===== src/rtl/xres_pad_ctrl_pkg.sv =====
// -----------------------------------------------------------------------------
// xres_pad_ctrl_pkg
// Shared definitions for the external-reset pad controller:
//   state_t   - controller FSM encoding (also exported on state_o)
//   CNT_W_DEF - default width of the internal counters
//   sat_inc   - saturating increment used by the glitch counter
// -----------------------------------------------------------------------------
package xres_pad_ctrl_pkg;

    localparam int CNT_W_DEF = 8;

    typedef enum logic [1:0] {
        PWRUP  = 2'd0,
        ENABLE = 2'd1,
        SETTLE = 2'd2,
        RUN    = 2'd3
    } state_t;

    // Increment v by one but never past max_val.
    function automatic int unsigned sat_inc(input int unsigned v, input int unsigned max_val);
        return (v >= max_val) ? max_val : v + 1;
    endfunction

endpackage


===== src/rtl/xres_debounce.sv =====
// -----------------------------------------------------------------------------
// xres_debounce
// Two-flop synchroniser plus digital debounce for the pad XRES return.
// The filtered level only moves after the synchronised input has disagreed
// with it for FILT_CYCLES consecutive cycles.
//
// Ports:
//   clk, rst   - core clock, asynchronous active-high reset
//   glitch     - (only with XRES_PAD_CTRL_GLITCH_CNT_EN) one-cycle pulse when
//                a disagreement run ends before reaching FILT_CYCLES
//   xres_h_n   - raw pad return, asynchronous to clk
//   filt       - debounced level (registered)
//   filt_fall  - filt will drop from 1 to 0 on the coming edge
// -----------------------------------------------------------------------------
module xres_debounce
    import xres_pad_ctrl_pkg::*;
#(
    parameter int FILT_CYCLES = 16,
    parameter int CNT_W       = CNT_W_DEF
) (
    input  logic clk,
    input  logic rst,
`ifdef XRES_PAD_CTRL_GLITCH_CNT_EN
    output logic glitch,
`endif
    input  logic xres_h_n,
    output logic filt,
    output logic filt_fall
);

    logic             meta_q;
    logic             sync_q;
    logic [CNT_W-1:0] cnt;
    logic             differ;
    logic             done;

    assign differ = (sync_q != filt);
    // Current cycle is the FILT_CYCLES-th consecutive disagreement.
    assign done   = differ && (cnt == CNT_W'(FILT_CYCLES - 1));

    always_ff @(posedge clk or posedge rst) begin
        if (rst) begin
            meta_q <= 1'b0;
            sync_q <= 1'b0;
            filt   <= 1'b0;
            cnt    <= '0;
        end else begin
            meta_q <= xres_h_n;
            sync_q <= meta_q;
            if (!differ) begin
                cnt <= '0;
            end else if (done) begin
                filt <= sync_q;
                cnt  <= '0;
            end else begin
                cnt <= cnt + 1'b1;
            end
        end
    end

    assign filt_fall = done && filt;

`ifdef XRES_PAD_CTRL_GLITCH_CNT_EN
    // Input came back to the filtered level part-way through a run.
    assign glitch = !differ && (cnt != '0);
`endif

endmodule


===== src/rtl/xres_pad_ctrl.sv =====
// -----------------------------------------------------------------------------
// xres_pad_ctrl
// Core-side controller for the external-reset pad. Sequences the pad enables
// after power-on, debounces the XRES return (fed back on FILT_IN_H), and
// produces a stretched active-low system reset.
//
// Optional feature macro: XRES_PAD_CTRL_GLITCH_CNT_EN
//   defined   - glitch_cnt counts rejected pulses, saturating at all-ones
//   undefined - glitch_cnt is tied to 0, no counter flops
//
// Ports:
//   clk, rst              - core clock, asynchronous active-high reset
//   xres_h_n              - pad XRES return (asynchronous)
//   filt_sel_req          - selects pad digital filter path (INP_SEL_H)
//   sw_disable_pullup     - request to disable the pad pull-up
//   pad_enable_h          - pad ENABLE_H
//   pad_enable_vddio      - pad ENABLE_VDDIO
//   pad_en_vddio_sig_h    - pad EN_VDDIO_SIG_H
//   pad_inp_sel_h         - pad INP_SEL_H
//   pad_filt_in_h         - pad FILT_IN_H (debounced level)
//   pad_disable_pullup_h  - pad DISABLE_PULLUP_H
//   sys_rst_n             - active-low core reset
//   state_o               - FSM state (0 PWRUP, 1 ENABLE, 2 SETTLE, 3 RUN)
//   glitch_cnt            - saturating count of rejected pulses
//
// Handshake: none; all inputs are levels, all outputs are registered levels.
// -----------------------------------------------------------------------------
module xres_pad_ctrl
    import xres_pad_ctrl_pkg::*;
#(
    parameter int FILT_CYCLES    = 16,
    parameter int STRETCH_CYCLES = 64,
    parameter int SETTLE_CYCLES  = 8,
    parameter int CNT_W          = CNT_W_DEF
) (
    input  logic             clk,
    input  logic             rst,
    input  logic             xres_h_n,
    input  logic             filt_sel_req,
    input  logic             sw_disable_pullup,
    output logic             pad_enable_h,
    output logic             pad_enable_vddio,
    output logic             pad_en_vddio_sig_h,
    output logic             pad_inp_sel_h,
    output logic             pad_filt_in_h,
    output logic             pad_disable_pullup_h,
    output logic             sys_rst_n,
    output logic [1:0]       state_o,
    output logic [CNT_W-1:0] glitch_cnt
);

    state_t           state;
    state_t           next_state;
    logic             en_h_d;
    logic             en_vddio_d;
    logic [CNT_W-1:0] settle_cnt;
    logic [CNT_W-1:0] stretch_cnt;
    logic             filt;
    logic             filt_fall;

    // ------------------------------------------------------------------
    // Debouncer
    // ------------------------------------------------------------------
`ifdef XRES_PAD_CTRL_GLITCH_CNT_EN
    logic glitch;
`endif

    xres_debounce #(
        .FILT_CYCLES (FILT_CYCLES),
        .CNT_W       (CNT_W)
    ) u_debounce (
        .clk       (clk),
        .rst       (rst),
`ifdef XRES_PAD_CTRL_GLITCH_CNT_EN
        .glitch    (glitch),
`endif
        .xres_h_n  (xres_h_n),
        .filt      (filt),
        .filt_fall (filt_fall)
    );

    assign pad_filt_in_h = filt;

    // ------------------------------------------------------------------
    // FSM
    // ------------------------------------------------------------------
    always_ff @(posedge clk or posedge rst) begin
        if (rst) begin
            state <= PWRUP;
        end else begin
            state <= next_state;
        end
    end

    always_comb begin
        next_state = state;
        case (state)
            PWRUP:   next_state = ENABLE;
            ENABLE:  next_state = SETTLE;
            SETTLE:  if (settle_cnt == CNT_W'(SETTLE_CYCLES - 1)) next_state = RUN;
            RUN:     next_state = RUN;
            default: next_state = PWRUP;
        endcase
        // Enables are derived from the next state so they rise on the same
        // edge as the state they belong to; VDDIO and its signal enable share
        // one term so they can never disagree.
        en_h_d     = (next_state != PWRUP);
        en_vddio_d = (next_state == SETTLE) || (next_state == RUN);
    end

    assign state_o = state;

    always_ff @(posedge clk or posedge rst) begin
        if (rst) begin
            settle_cnt <= '0;
        end else if (state == SETTLE) begin
            settle_cnt <= settle_cnt + 1'b1;
        end else begin
            settle_cnt <= '0;
        end
    end

    // ------------------------------------------------------------------
    // Pad control outputs
    // ------------------------------------------------------------------
    always_ff @(posedge clk or posedge rst) begin
        if (rst) begin
            pad_enable_h         <= 1'b0;
            pad_enable_vddio     <= 1'b0;
            pad_en_vddio_sig_h   <= 1'b0;
            pad_inp_sel_h        <= 1'b0;
            pad_disable_pullup_h <= 1'b0;
        end else begin
            pad_enable_h         <= en_h_d;
            pad_enable_vddio     <= en_vddio_d;
            pad_en_vddio_sig_h   <= en_vddio_d;
            pad_inp_sel_h        <= (state == RUN) ? filt_sel_req : 1'b0;
            pad_disable_pullup_h <= (state == RUN) ? sw_disable_pullup : 1'b0;
        end
    end

    // ------------------------------------------------------------------
    // Reset stretcher
    // ------------------------------------------------------------------
    always_ff @(posedge clk or posedge rst) begin
        if (rst) begin
            stretch_cnt <= '0;
            sys_rst_n   <= 1'b0;
        end else if ((state != RUN) || !filt) begin
            stretch_cnt <= '0;
            sys_rst_n   <= 1'b0;
        end else if (!sys_rst_n) begin
            if (stretch_cnt == CNT_W'(STRETCH_CYCLES - 1)) begin
                // A filt fall on the completing cycle keeps reset asserted.
                if (!filt_fall) sys_rst_n <= 1'b1;
            end else begin
                stretch_cnt <= stretch_cnt + 1'b1;
            end
        end
    end

    // ------------------------------------------------------------------
    // Glitch counter
    // ------------------------------------------------------------------
`ifdef XRES_PAD_CTRL_GLITCH_CNT_EN
    localparam int unsigned GLITCH_MAX = (1 << CNT_W) - 1;
    logic [CNT_W-1:0] glitch_q;

    always_ff @(posedge clk or posedge rst) begin
        if (rst) begin
            glitch_q <= '0;
        end else if (glitch) begin
            glitch_q <= CNT_W'(sat_inc(32'(glitch_q), GLITCH_MAX));
        end
    end

    assign glitch_cnt = glitch_q;
`else
    assign glitch_cnt = '0;
`endif

endmodule


===== config.mk =====
export PLATFORM = sky130hd
export DESIGN_NAME = xres_pad_ctrl
export DESIGN_NICKNAME = d
export VERILOG_FILES = /design/src/rtl/xres_pad_ctrl_pkg.sv /design/src/rtl/xres_debounce.sv /design/src/rtl/xres_pad_ctrl.sv
export SDC_FILE = /design/constraint.sdc
export NUM_CORES = 1
export LEC_CHECK = 0
export ABC_AREA = 1
export BUFFER_PORTS_ARGS = -buffer_cell sky130_fd_sc_hd__buf_2
export CORE_MARGIN = 2
export CORE_UTILIZATION = 30
export CTS_CLUSTER_SIZE = 10
export DETAILED_ROUTE_END_ITERATION = 10
export MAX_ROUTING_LAYER = met4
export PLACE_DENSITY_LB_ADDON = 0.1
export SKIP_CTS_REPAIR_TIMING = 1
export SLEW_MARGIN = 20
export SYNTH_ARGS = -nofsm -noshare
export SYNTH_HDL_FRONTEND = slang
export SYNTH_SLANG_ARGS = --single-unit

===== constraint.sdc =====
create_clock -name clk -period 1.7 [get_ports clk]
set_clock_uncertainty 0.1 [all_clocks]
set_input_delay 0.425 -clock clk [delete_from_list [all_inputs] [get_ports clk]]
set_output_delay 0.425 -clock clk [all_outputs]
set_load 0.05 [all_outputs]

==> results by group <==
Outcome
  – Outcome: finished clean

Layout
  – Biggest regs: settle_cnt x8, stretch_cnt x8, u_debounce.cnt x8
  – Area Growth Syn to Fin: 10.5%
  – Share of layout cells above drive strength 1: 18.3%
  – Filler Cell Count: 594
  – Final #Nets: 215
  – Commonest non-fill, non-tap cell in the layout: dfrtp_1
  – Most frequent cells in the layout: 33 x dfrtp_1, 29 x nor2_1, 29 x nand2_1
  – Ant. Diodes: 0

STA
  – # setup viols final: 0
  – Setup TNS: 0 ns
  – Tcrit/Tclk final: 88.9%
  – Hold Vio Cnt, Final: 0
  – Max-slew violation count: 0
  – Hold WS: 0.128 ns
  – Unrepaired setup endpoints after global routing: false
  – Max Clock Freq: 661 MHz
  – Tmin final: 1.51 ns
  – Setup WS post-layout: 0.188 ns

GRT
  – Global-route wire length before repair: 5060 um
  – Initial antenna violation count: 0
  – Total gr overflow: 0
  – Total track usage: 10.8%
  – Largest net degree at the start of global routing: 34
  – Number of global-route vias before repair: 1172

Synth
  – Distinct cells, synth: 27
  – Synth Cell Area: 0.00169 mm2
  – Register bit total from synthesis: 33
  – Post-Syn Instances: 190
  – Seq/Total Area, Yosys: 48.8%
  – Average size of a mapped cell: 8.90 um2
  – Yosys Warn Count: 0

Power and ir drop
  – Peak VDD IR: 0.000316 V
  – P_leak: 0.000856 uW
  – Power per cell area: 781 mW/mm2

Setup path
  – Reg2reg start: stretch_cnt[1]$_DFFE_PP0P_
  – Worst setup startpoint: pad_en_vddio_sig_h$_DFF_PP0_
  – Worst-path maximum fanout: 6
  – Worst path cell trace: buf_2
  – Register-to-register setup slack: 0.20 ns
  – Crit path required time: 1.17 ns
  – Levels on crit path: 1
  – Critical Path Sink Type: primary output
  – Crit path to: pad_enable_vddio
  – Register-to-Register Path Depth: 6
  – CP bufs+invs: 1
  – R2r endpoint: stretch_cnt[5]$_DFFE_PP0P_
  – CP Class: reg2out
  – Worst path slowest cell: dfrtp_1
  – CP arrival: 0.99 ns
  – Critical Path Source Type: register
  – CP peak stage delay: 0.42 ns
  – CP top delay family: flip-flops

Clock tree
  – Reg clk slew, reported paths: 0.07 ns
  – H-tree Lvls: 2
  – Clock tree buffer depth: 2
  – CTS tree: yes
  – CTS Buf Count: 5
  – Worst-Skew Late Latency: 0.28 ns
  – CTS root buf: clkbuf_8
  – Clock Sinks: 33

Floorplanning
  – FP Rows: 27
  – DIE AREA: 0.00626 mm2
  – Die H: 79.1 um
  – I/O pin count: 22
  – Core Region: 0.00547 mm2
  – Initial Utilization: 30.9%
  – Die Wd: 79.1 um

Routing
  – Wirelength per Cell: 10.1 um
  – Antenna-violating nets left: 0
  – DRT iter0 DRCs: 23
  – Routed WL: 2840 um
  – Total number of vias: 1218
  – Vias/cell: 4.35
  – DR pass1 iterations: 4
  – DR DRC count: 0

Place
  – Placer Congestion: 0.778
  – Place WS: 0.207 ns
  – IO Port Bufs: 13
  – HPWL Detailed: 2090 um

Worst hold path
  – Hold WC Path Type: in2async

Job
  – Total of max-cap violations: 0
==> power by group <==
group / total [uW] / leakage (uW) / internal (uW) / switching [uW]
clock: 563 / 0.0000385 / 289 / 274
sequential: 802 / 0.000437 / 797 / 5.71
combinational: 94.6 / 0.000381 / 15.2 / 79.4
==> cell families (layout without fill, tap and decap cells) <==
| logic type | Yosys count | count (layout) | synth area share, % |
|---|---|---|---|
| and+or+nand+nor | 91 | 91 | 26.2 |
| other | 2 | 9 | 0.444 |
| DFF | 33 | 33 | 48.8 |
| xor gates and xnor gates | 8 | 8 | 4.14 |
| adders and majority gates | 3 | 3 | 2.22 |
| buffers and inverters | 33 | 44 | 10.5 |
| AOI/OAI and AO/OA | 20 | 20 | 7.69 |
==> Yosys cell counts, drive strengths merged <==
master | number | area [um2]
nor2 | 31 | 140
ha | 3 | 37.5
xor2 | 7 | 61.3
buf | 11 | 95.1
nand3 | 15 | 87.6
inv | 22 | 82.6
xnor2 | 1 | 8.76
dfrtp | 33 | 826
or2 | 1 | 6.26
nor3b | 1 | 7.51
conb | 2 | 7.51
o211ai | 1 | 7.51
a21oi | 3 | 15.0
o21ai | 12 | 78.8
o21bai | 3 | 22.5
nand2 | 37 | 169
nand4 | 2 | 12.5
nor3 | 4 | 20.0
a31oi | 1 | 6.26
==> metal layers <==
metal / vias to the layer above / GRT usage (%) / wire length (um)
met5: - / - / 0
met4: 0 / 4.14 / 52
met3: 8 / 3.75 / 122
met2: 25 / 17.3 / 1340
met1: 566 / 12.4 / 1330
li1: 619 / - / -
==> stage by stage <==
| stage | instances | area [um2] | total power (uW) | util [%] |
|---|---|---|---|---|
| 2_1_floorplan | 197 | 1720 | 910 | - |
| 4_1_cts | 280 | 1870 | 1500 | 34.2 |
| 5_1_grt | 280 | 1870 | 1550 | 34.2 |
| 6_report | 280 | 1870 | 1460 | 34.2 |
| 3_5_place_dp | 272 | 1790 | 915 | 32.6 |
| 3_3_place_gp | 272 | 1790 | 913 | 32.6 |
==> worst min path at each step <==
| stage | endpoint | slack [ns] | depth (start not counted) | startpoint |
|---|---|---|---|---|
| floorplan | u_debounce.sync_q$_DFF_PP0_ | 0.23 | 0 | u_debounce.meta_q$_DFF_PP0_ |
| global placement | u_debounce.sync_q$_DFF_PP0_ | 0.23 | 0 | u_debounce.meta_q$_DFF_PP0_ |
| detailed placement | u_debounce.sync_q$_DFF_PP0_ | 0.24 | 0 | u_debounce.meta_q$_DFF_PP0_ |
| CTS | u_debounce.meta_q$_DFF_PP0_ | 0.13 | 1 | xres_h_n |
| global route | u_debounce.meta_q$_DFF_PP0_ | 0.13 | 1 | xres_h_n |
| finish | u_debounce.sync_q$_DFF_PP0_ | 0.13 | 3 | rst |
==> final cells by class <==
type                       count  area, um2  share of cell area [%]
clock buffer                   7       76.3                    4.08
clock inverter                 1       7.51                   0.402
inverter                      22       82.6                    4.42
multi-input combinational    131        714                    38.2
sequential                    33        826                    44.2
tap                           72       90.1                    4.82
timing repair buffer          14       72.6                    3.88
(Power assumes the default switching activity.)
